**config.mk**
```make
export PLATFORM = sky130hd
export DESIGN_NAME = lap_recorder
export DESIGN_NICKNAME = d
export VERILOG_FILES = /design/src/rtl/lap_recorder.sv
export SDC_FILE = /design/constraint.sdc
export NUM_CORES = 1
export LEC_CHECK = 0
export CAP_MARGIN = 20
export CORE_MARGIN = 3
export CORE_UTILIZATION = 45
export CTS_CLUSTER_DIAMETER = 200
export DETAILED_ROUTE_END_ITERATION = 7
export GPL_TIMING_DRIVEN = 0
export PLACE_DENSITY = 0.67
export RECOVER_POWER = 100
export SLEW_MARGIN = 40
export SYNTH_ARGS = -nofsm -noshare
export SYNTH_HDL_FRONTEND = slang
export SYNTH_SLANG_ARGS = --single-unit
export TNS_END_PERCENT = 5
```
**constraint.sdc**
```tcl
create_clock -name clk -period 3.7 [get_ports clk]
set_clock_uncertainty 0.2 [all_clocks]
set_input_delay 0.925 -clock clk [delete_from_list [all_inputs] [get_ports clk]]
set_output_delay 0.925 -clock clk [all_outputs]
set_load 0.01 [all_outputs]
```
**src/rtl/lap_recorder.sv**
```systemverilog
// Lap/split capture between the stopwatch time counter and the seg7 driver.
// Optional build macro LAP_WRAP_EN: when full, new laps overwrite the oldest slot.
module lap_recorder #(
    parameter int DEPTH     = 4,
    parameter int FREEZE_MS = 2000
) (
    input  logic       clk,
    input  logic       rst_n,
    input  logic       clk_en,
    input  logic       counting,
    input  logic       clear,
    input  logic       lap_btn_n,
    input  logic       recall_btn_n,
    input  logic [3:0] live_d0,
    input  logic [3:0] live_d1,
    input  logic [3:0] live_d2,
    input  logic [3:0] live_d3,
    output logic [3:0] disp_d0,
    output logic [3:0] disp_d1,
    output logic [3:0] disp_d2,
    output logic [3:0] disp_d3,
    output logic       showing_lap,
    output logic [2:0] lap_index,
    output logic [3:0] lap_count,
    output logic       full
);

    localparam int PW = (DEPTH > 1) ? $clog2(DEPTH) : 1;
`ifdef LAP_WRAP_EN
    localparam bit WRAP = 1'b1;
`else
    localparam bit WRAP = 1'b0;
`endif

    typedef enum logic [1:0] {LIVE, FREEZE, RECALL} state_t;

    state_t          state_q, state_d;
    logic [15:0]     timer_q, timer_d;
    logic [15:0]     frozen_q, frozen_d;
    logic [PW-1:0]   wr_ptr_q, wr_ptr_d;
    logic [3:0]      count_q, count_d;
    logic [2:0]      idx_q, idx_d;
    logic [15:0]     slots [DEPTH];
    logic [15:0]     disp_q, disp_d;
    logic            lap_q, lap_qq, rec_q, rec_qq;
    logic            lap_press, rec_press, lap_take, rec_take, cap, wr_en;
    logic [15:0]     live_word, slot_rd;
    logic [PW-1:0]   oldest_d, rd_slot;

    assign live_word = {live_d3, live_d2, live_d1, live_d0};
    assign full      = (count_q == 4'(DEPTH));
    assign lap_press = lap_qq & ~lap_q;
    assign rec_press = rec_qq & ~rec_q;
    assign lap_take  = lap_press & counting;
    assign rec_take  = rec_press & ~lap_take;
    assign cap       = lap_take & (WRAP | ~full);

    // Button edge registers: released (1) out of reset so no false press.
    always_ff @(posedge clk or negedge rst_n) begin
        if (!rst_n) begin
            lap_q  <= 1'b1;
            lap_qq <= 1'b1;
            rec_q  <= 1'b1;
            rec_qq <= 1'b1;
        end else begin
            lap_q  <= lap_btn_n;
            lap_qq <= lap_q;
            rec_q  <= recall_btn_n;
            rec_qq <= rec_q;
        end
    end

    always_comb begin
        state_d  = state_q;
        timer_d  = timer_q;
        frozen_d = frozen_q;
        wr_ptr_d = wr_ptr_q;
        count_d  = count_q;
        idx_d    = idx_q;
        wr_en    = 1'b0;
        if (clear) begin
            state_d  = LIVE;
            timer_d  = '0;
            frozen_d = '0;
            wr_ptr_d = '0;
            count_d  = '0;
            idx_d    = '0;
        end else begin
            if (cap) begin
                wr_en    = 1'b1;
                wr_ptr_d = wr_ptr_q + 1'b1;
                if (!full) count_d = count_q + 4'd1;
            end
            unique case (state_q)
                LIVE: begin
                    if (cap) begin
                        state_d  = FREEZE;
                        frozen_d = live_word;
                        timer_d  = 16'(FREEZE_MS);
                    end else if (rec_take && count_q != 4'd0) begin
                        state_d = RECALL;
                        idx_d   = '0;
                    end
                end
                FREEZE: begin
                    if (cap) begin
                        frozen_d = live_word;
                        timer_d  = 16'(FREEZE_MS);
                    end else if (rec_take && count_q != 4'd0) begin
                        state_d = RECALL;
                        idx_d   = '0;
                        timer_d = '0;
                    end else if (clk_en) begin
                        if (timer_q <= 16'd1) begin
                            state_d = LIVE;
                            timer_d = '0;
                        end else begin
                            timer_d = timer_q - 16'd1;
                        end
                    end
                end
                RECALL: begin
                    // A capture while browsing is stored silently; the view stays put.
                    if (!cap && rec_take) begin
                        if ({1'b0, idx_q} == count_q - 4'd1) begin
                            state_d = LIVE;
                            idx_d   = '0;
                        end else begin
                            idx_d = idx_q + 3'd1;
                        end
                    end
                end
                default: state_d = LIVE;
            endcase
        end
    end

    // Display is registered from next-state values, forwarding a same-cycle write.
    always_comb begin
        oldest_d = (WRAP && count_d == 4'(DEPTH)) ? wr_ptr_d : '0;
        rd_slot  = oldest_d + idx_d[PW-1:0];
        slot_rd  = (wr_en && rd_slot == wr_ptr_q) ? live_word : slots[rd_slot];
        unique case (state_d)
            FREEZE:  disp_d = frozen_d;
            RECALL:  disp_d = slot_rd;
            default: disp_d = live_word;
        endcase
    end

    always_ff @(posedge clk or negedge rst_n) begin
        if (!rst_n) begin
            state_q     <= LIVE;
            timer_q     <= '0;
            frozen_q    <= '0;
            wr_ptr_q    <= '0;
            count_q     <= '0;
            idx_q       <= '0;
            disp_q      <= '0;
            showing_lap <= 1'b0;
        end else begin
            state_q     <= state_d;
            timer_q     <= timer_d;
            frozen_q    <= frozen_d;
            wr_ptr_q    <= wr_ptr_d;
            count_q     <= count_d;
            idx_q       <= idx_d;
            disp_q      <= disp_d;
            showing_lap <= (state_d != LIVE);
        end
    end

    // NOTE: the lap slots are few and must read as zero after reset or clear,
    // so they are plain flops with reset rather than an inferred RAM.
    always_ff @(posedge clk or negedge rst_n) begin
        if (!rst_n) begin
            for (int i = 0; i < DEPTH; i++) slots[i] <= '0;
        end else if (clear) begin
            for (int i = 0; i < DEPTH; i++) slots[i] <= '0;
        end else if (wr_en) begin
            slots[wr_ptr_q] <= live_word;
        end
    end

    assign disp_d0   = disp_q[3:0];
    assign disp_d1   = disp_q[7:4];
    assign disp_d2   = disp_q[11:8];
    assign disp_d3   = disp_q[15:12];
    assign lap_index = idx_q;
    assign lap_count = count_q;

endmodule

```
# Word level (Yosys, flattened, before mapping)
# Cells that the tools add are included.
dict set report totals {
  regBits 128
  inputBits 23
  output_inout_bits 25
}
dict set report classes {
  muxes 43
  n_eq_ne 13
  magnitude_cmp 4
  bitwise 11
  n_addsub 5
  n_reduce_logical 16
}
# operator n
set ops {}
lappend ops {{16-bit two-way mux} 13}
lappend ops {{64-bit two-way mux} 2}
lappend ops {{64-bit bitwise mux} 1}
lappend ops {{16-bit case mux with 2 select lines} 2}
lappend ops {{16-bit binary-select mux with 2-bit select} 1}
lappend ops {{16-bit demux with 2-bit select} 1}
lappend ops {{2-bit two-way mux} 11}
lappend ops {{16-bit by 1-bit less-or-equal comparator with 1-bit output (second input constant)} 1}
lappend ops {{16-bit by 1-bit subtractor with 16-bit output (second input constant)} 1}
lappend ops {{3-bit two-way mux} 5}
lappend ops {{4-bit two-way mux} 3}
lappend ops {{3-bit != test (second input constant)} 3}
lappend ops {{3-bit >= comparator (second input constant)} 2}
lappend ops {{2-bit NOT with 3-bit output} 2}
lappend ops {{2-bit case mux with 3 select lines} 1}
lappend ops {{3-bit case mux with 2 select lines} 1}
lappend ops {{2-bit nonzero test} 3}
lappend ops {{3-bit nonzero test} 2}
lappend ops {{1-bit bitwise AND} 5}
lappend ops {{5-bit != test (second input constant)} 1}
lappend ops {{4-bit by 1-bit adder with 4-bit output (second input constant)} 1}
lappend ops {{2-bit by 1-bit == test with 1-bit output (second input constant)} 2}
lappend ops {{2-bit == test (second input constant)} 2}
lappend ops {{3-bit by 4-bit == test with 1-bit output} 1}
lappend ops {{18 further kinds} 25}

# Longest topological paths before layout
dict set report logic_depth {
  ltp_word 16
  depth_mapped 15
}

# Worst setup path before layout
# OpenSTA, ideal clock, no wires.
dict set report synth_timing {
  kind {input -> register}
  from {in counting}
  to {reg disp_q[0]}
  cell_stages 13
  path_buffers 4
  t_arrival_ns 3.608
  setup_ns 0.126
  slack_ns -0.233
  path_cell_list {and3b_1 -> clkbuf_1 -> nand2b_1 -> nor2_1 -> clkbuf_1 -> nor2_1 -> or2_2 -> ha_1 -> and2_1 -> buf_1 -> clkbuf_8 -> a22o_2 -> a221o_1}
}
dict set report synth_between {
  elab_chain_cells 14
}
# element line_no
set synth_lines {}
lappend synth_lines {{from (decl)} 10} ;# input logic counting,
lappend synth_lines {{1-bit bitwise AND *} 54} ;# assign lap_take = lap_press & counting;
lappend synth_lines {{1-bit NOT} 55} ;# assign rec_take = rec_press & ~lap_take;
lappend synth_lines {{1-bit bitwise AND} 55}
lappend synth_lines {{1-bit logical AND} {100, 109}}
lappend synth_lines {{3-bit two-way mux} {100, 109}}
lappend synth_lines {{3-bit two-way mux} 106} ;# if (cap) begin
lappend synth_lines {{3-bit case mux with 2 select lines} 94} ;# unique case (state_q)
lappend synth_lines {{3-bit two-way mux} 81} ;# if (clear) begin
lappend synth_lines {{2-bit NOT with 3-bit output (not written as such)} 142} ;# slot_rd = (wr_en && rd_slot == wr_ptr_q) ? live_word : slots[rd_slot];
lappend synth_lines {{16-bit binary-select mux with 2-bit select} 142}
lappend synth_lines {{16-bit two-way mux (not written as such) (2 in series)} 142}
lappend synth_lines {{16-bit two-way mux} 142}
lappend synth_lines {{16-bit case mux with 2 select lines *} 143} ;# unique case (state_d)
lappend synth_lines {{named net disp_d[0]} 44} ;# logic [15:0] disp_q, disp_d;
lappend synth_lines {{to (signal assigned)} 167} ;# disp_q <= disp_d;
lappend synth_lines {{to (decl)} 44}
# The timed path passes the listed nets; every way through them passes the cells marked *. The select of a mux whose other input is x is not followed.
# A chain may end at the register's enable or synchronous reset.

# Worst setup path after layout
dict set report layout_timing {
  from {in counting}
  to {reg disp_q[4]}
}
# The elaborated chain is that of the path after synthesis.

==> flow_metrics.py <==
metrics = {
    "run_status": {
        "status": "finished, violations left",
        "violations": "capacitance limit, slew limit",
    },
    "synth": {
        "ys_warn_count": 0,
        "synthTopCellsByCount": "167 x nand2_1, 124 x dfrtp_1, 90 x a21oi_1, 41 x o21ai_0, 35 x clkbuf_1",
        "netlist_area_um2": 6454,
        "synth_most_common_cell": "nand2_1",
        "synth_top_cell_by_area": "dfrtp_1",
        "syn_inst": 657,
        "synth_edf_count": 0,
        "synth_seq_area_share_pct": 49.71,
        "synthFlopType": "dfrtp_1",
        "synth_seq_cells": 128,
        "syn_avg_cell_area_um2": 9.823,
        "async_flop_share_pct": 100.0,
        "syn_nets": 692,
        "yosysUniqueCellTypes": 57,
        "ys_top_cells_by_area": "dfrtp_1 48%, nand2_1 9.7%, a21oi_1 7.0%",
        "synth.top_cell.area_share_pct": 48.08,
    },
    "timing": {
        "maxSlewHeadroom_pct": -70.00,
        "fin_crit_sh_pct": 98.04,
        "hold_violations": 0,
        "drv_slew": 45,
        "finalWorstSetupSlack_ns": 0.07248,
        "fin_crit_ns": 3.628,
        "rsz0062_at_grt": "false",
        "worstMarginPinSlew_ns": 2.550,
        "fmax_ghz": 0.2757,
        "hold_slack_ns": 0.1745,
        "setup_viol": 0,
    },
    "drt": {
        "drt_iter0_drc": 594,
        "dr_total_vias": 5324,
        "drc": 0,
        "ant_nets": 0,
        "viasPerCell": 5.812,
        "wirelength_um": 17880,
        "wire_per_inst_um": 19.51,
        "first_pass_iters": 5,
    },
    "pwr": {
        "power.total_mw": 3.567,
        "vdd_ir_drop_max_v": 0.0003523,
        "powerDensity_nw_per_um2": 455.4,
        "leakagePower_nw": 3.366,
    },
    "cells_and_area": {
        "finalNetCount": 759,
        "multi_input_area_um2": 2982,
        "syn_to_final_growth_pct": 21.35,
        "n_antenna_cell": 0,
        "register_area_um2": 3208,
        "drive_above_1_share_pct": 11.68,
        "fillCellCount": 1168,
    },
    "clock_network": {
        "cts.sinks": 128,
        "h-tree-depth": 4,
        "insertion_delay_ns": 0.43,
        "cts_hold_buffers": 0,
        "cts_root_buf": "clkbuf_16",
        "cts_tree": "done",
        "cts_buffers": 17,
        "cts.clk_slew.worst_paths_ns": 0.06,
        "cts_buffer_depth": 2,
    },
    "floorplanning": {
        "initial_utilization_pct": 46.31,
        "io_pins": 48,
        "die_h_um": 125.8,
        "rows": 43,
        "core_um2": 13930,
        "fp.dieArea_um2": 15810,
        "fp.dieW_um": 125.8,
    },
    "critical_path": {
        "startpoint_type": "primary input",
        "crit_arrival_ns": 3.72,
        "cp_max_fo": 10,
        "crit_type": "in -> reg",
        "worstPathRequired_ns": 3.79,
        "critPathCaptureType": "flop",
    },
    "grt": {
        "grt_pass1_vias": 5339,
        "track_usage_pct": 23.13,
        "grt_overflow": 0,
        "grt_max_degree": 46,
        "antenna_found_initial": 0,
        "grt_pass1_wl_um": 28420,
    },
    "hold_path": {
        "hold_class": "reg -> reg",
    },
    "place": {
        "dp_hpwl_um": 11730,
        "port_buffers": 47,
        "post-place-ws_ns": -1.030,
        "gp_congestion": 0.8227,
    },
    "run": {
        "maxCapViolCount": 1,
    },
}
stage by stage:
| step | setup TNS, ns | cell area [um^2] | utilization (%) | std cells |
|---|---|---|---|---|
| floorplan | 0 | 6464 | - | 657 |
| global placement | -440.02 | 7159 | 51.38 | 884 |
| detailed placement | -17.83 | 7212 | 51.76 | 886 |
| CTS | 0 | 7844 | 56.29 | 916 |
| global route | 0 | 7831 | 56.20 | 916 |
| finish | 0 | 7831 | 56.20 | 916 |
routing by layer:
| layer | GRT usage, % | share of wire, % |
|---|---|---|
| met5 | 0 | 0 |
| met4 | 8.644 | 2.4 |
| met3 | 4.835 | 6.9 |
| met2 | 37.07 | 48 |
| met1 | 31.30 | 43 |
worst max-delay path, stage by stage:
cell and delay (ns):
clkdlybuf4s50_1 0.48, and3b_1 0.16, buf_2 0.18, nand2b_4 0.10, nor2_4 0.12, clkbuf_8 0.21, nor2_1 0.05, or2_2 0.33
ha_4 0.27, and2_4 0.20, clkbuf_8 0.18, a22o_2 0.22, a221o_1 0.30
cells in the final DEF (no fill, tap or decap), types with 4 or more instances in the layout:
| master | n |
|---|---|
| a21oi_1 | 90 |
| a221o_1 | 9 |
| a221o_2 | 6 |
| a22o_1 | 7 |
| a22o_2 | 9 |
| and2_1 | 5 |
| buf_6 | 4 |
| clkbuf_1 | 31 |
| clkbuf_16 | 17 |
| clkbuf_8 | 6 |
| clkdlybuf4s50_1 | 18 |
| clkinv_4 | 4 |
| dfrtp_1 | 124 |
| dlygate4sd3_1 | 28 |
| ha_1 | 11 |
| inv_1 | 11 |
| mux4_1 | 15 |
| nand2_1 | 167 |
| nand2b_1 | 6 |
| nor2_1 | 33 |
| nor3_1 | 8 |
| nor4_1 | 7 |
| o21ai_0 | 41 |
| o31ai_1 | 5 |
| xnor2_1 | 5 |
final timing paths:
kind / end / cells past startpoint / startpoint / slack (ns)
setup / recovery: disp_q[4] / 13 / counting / 0.07
hold / removal: lap_qq / 0 / lap_q / 0.17
setup reg to reg: disp_q[4] / 13 / timer_q[7] / 0.23
hold reg to reg: lap_qq / 0 / lap_q / 0.17
max in group asynchronous: wr_ptr_q[1] / 3 / rst_n / 0.48
min in group asynchronous: slots[26] / 1 / rst_n / 1.10
sequential cells by signal, indices dropped and copies added (netlist names):
signal       count
slots           64
disp_q          16
frozen_q        16
timer_q         16
lap_count        4
lap_index        3
state_q          2
wr_ptr_q         2
lap_q            1
lap_qq           1
rec_q            1
rec_qq           1
showing_lap      1
timing repair:
item	4_1_cts	5_1_grt
setup buffers	1	0
pin swaps	1	0
endpoints found under the setup margin	16	10
endpoints found under the hold margin	0	0
gates resized for setup	9	3
cell families after synthesis:
kind of cell,synth area share [%]
and+or+nand+nor,17.31
AOI/OAI and AO/OA,17.76
DFF,49.71
buffers and inverters,4.653
muxes,6.456
adders and majority gates,2.326
xor gates and xnor gates,1.784
cell type report:
type,instances,area share (%)
flip-flops and latches,128,40.97
multi-input cells,471,38.07
repair buffers,50,6.471
clock buffers,18,5.608
plain buffers,44,3.339
well taps,180,2.876
clock inverters,13,2.093
inverters,12,0.5752
report_power, final:
group / switching, mW / internal [mW] / leakage, nW
clock: 0.638 / 1.07 / 0.292
sequential: 0.0233 / 1.44 / 1.73
combinational: 0.237 / 0.152 / 1.34
Note: power is estimated with default switching activity, not from simulation.
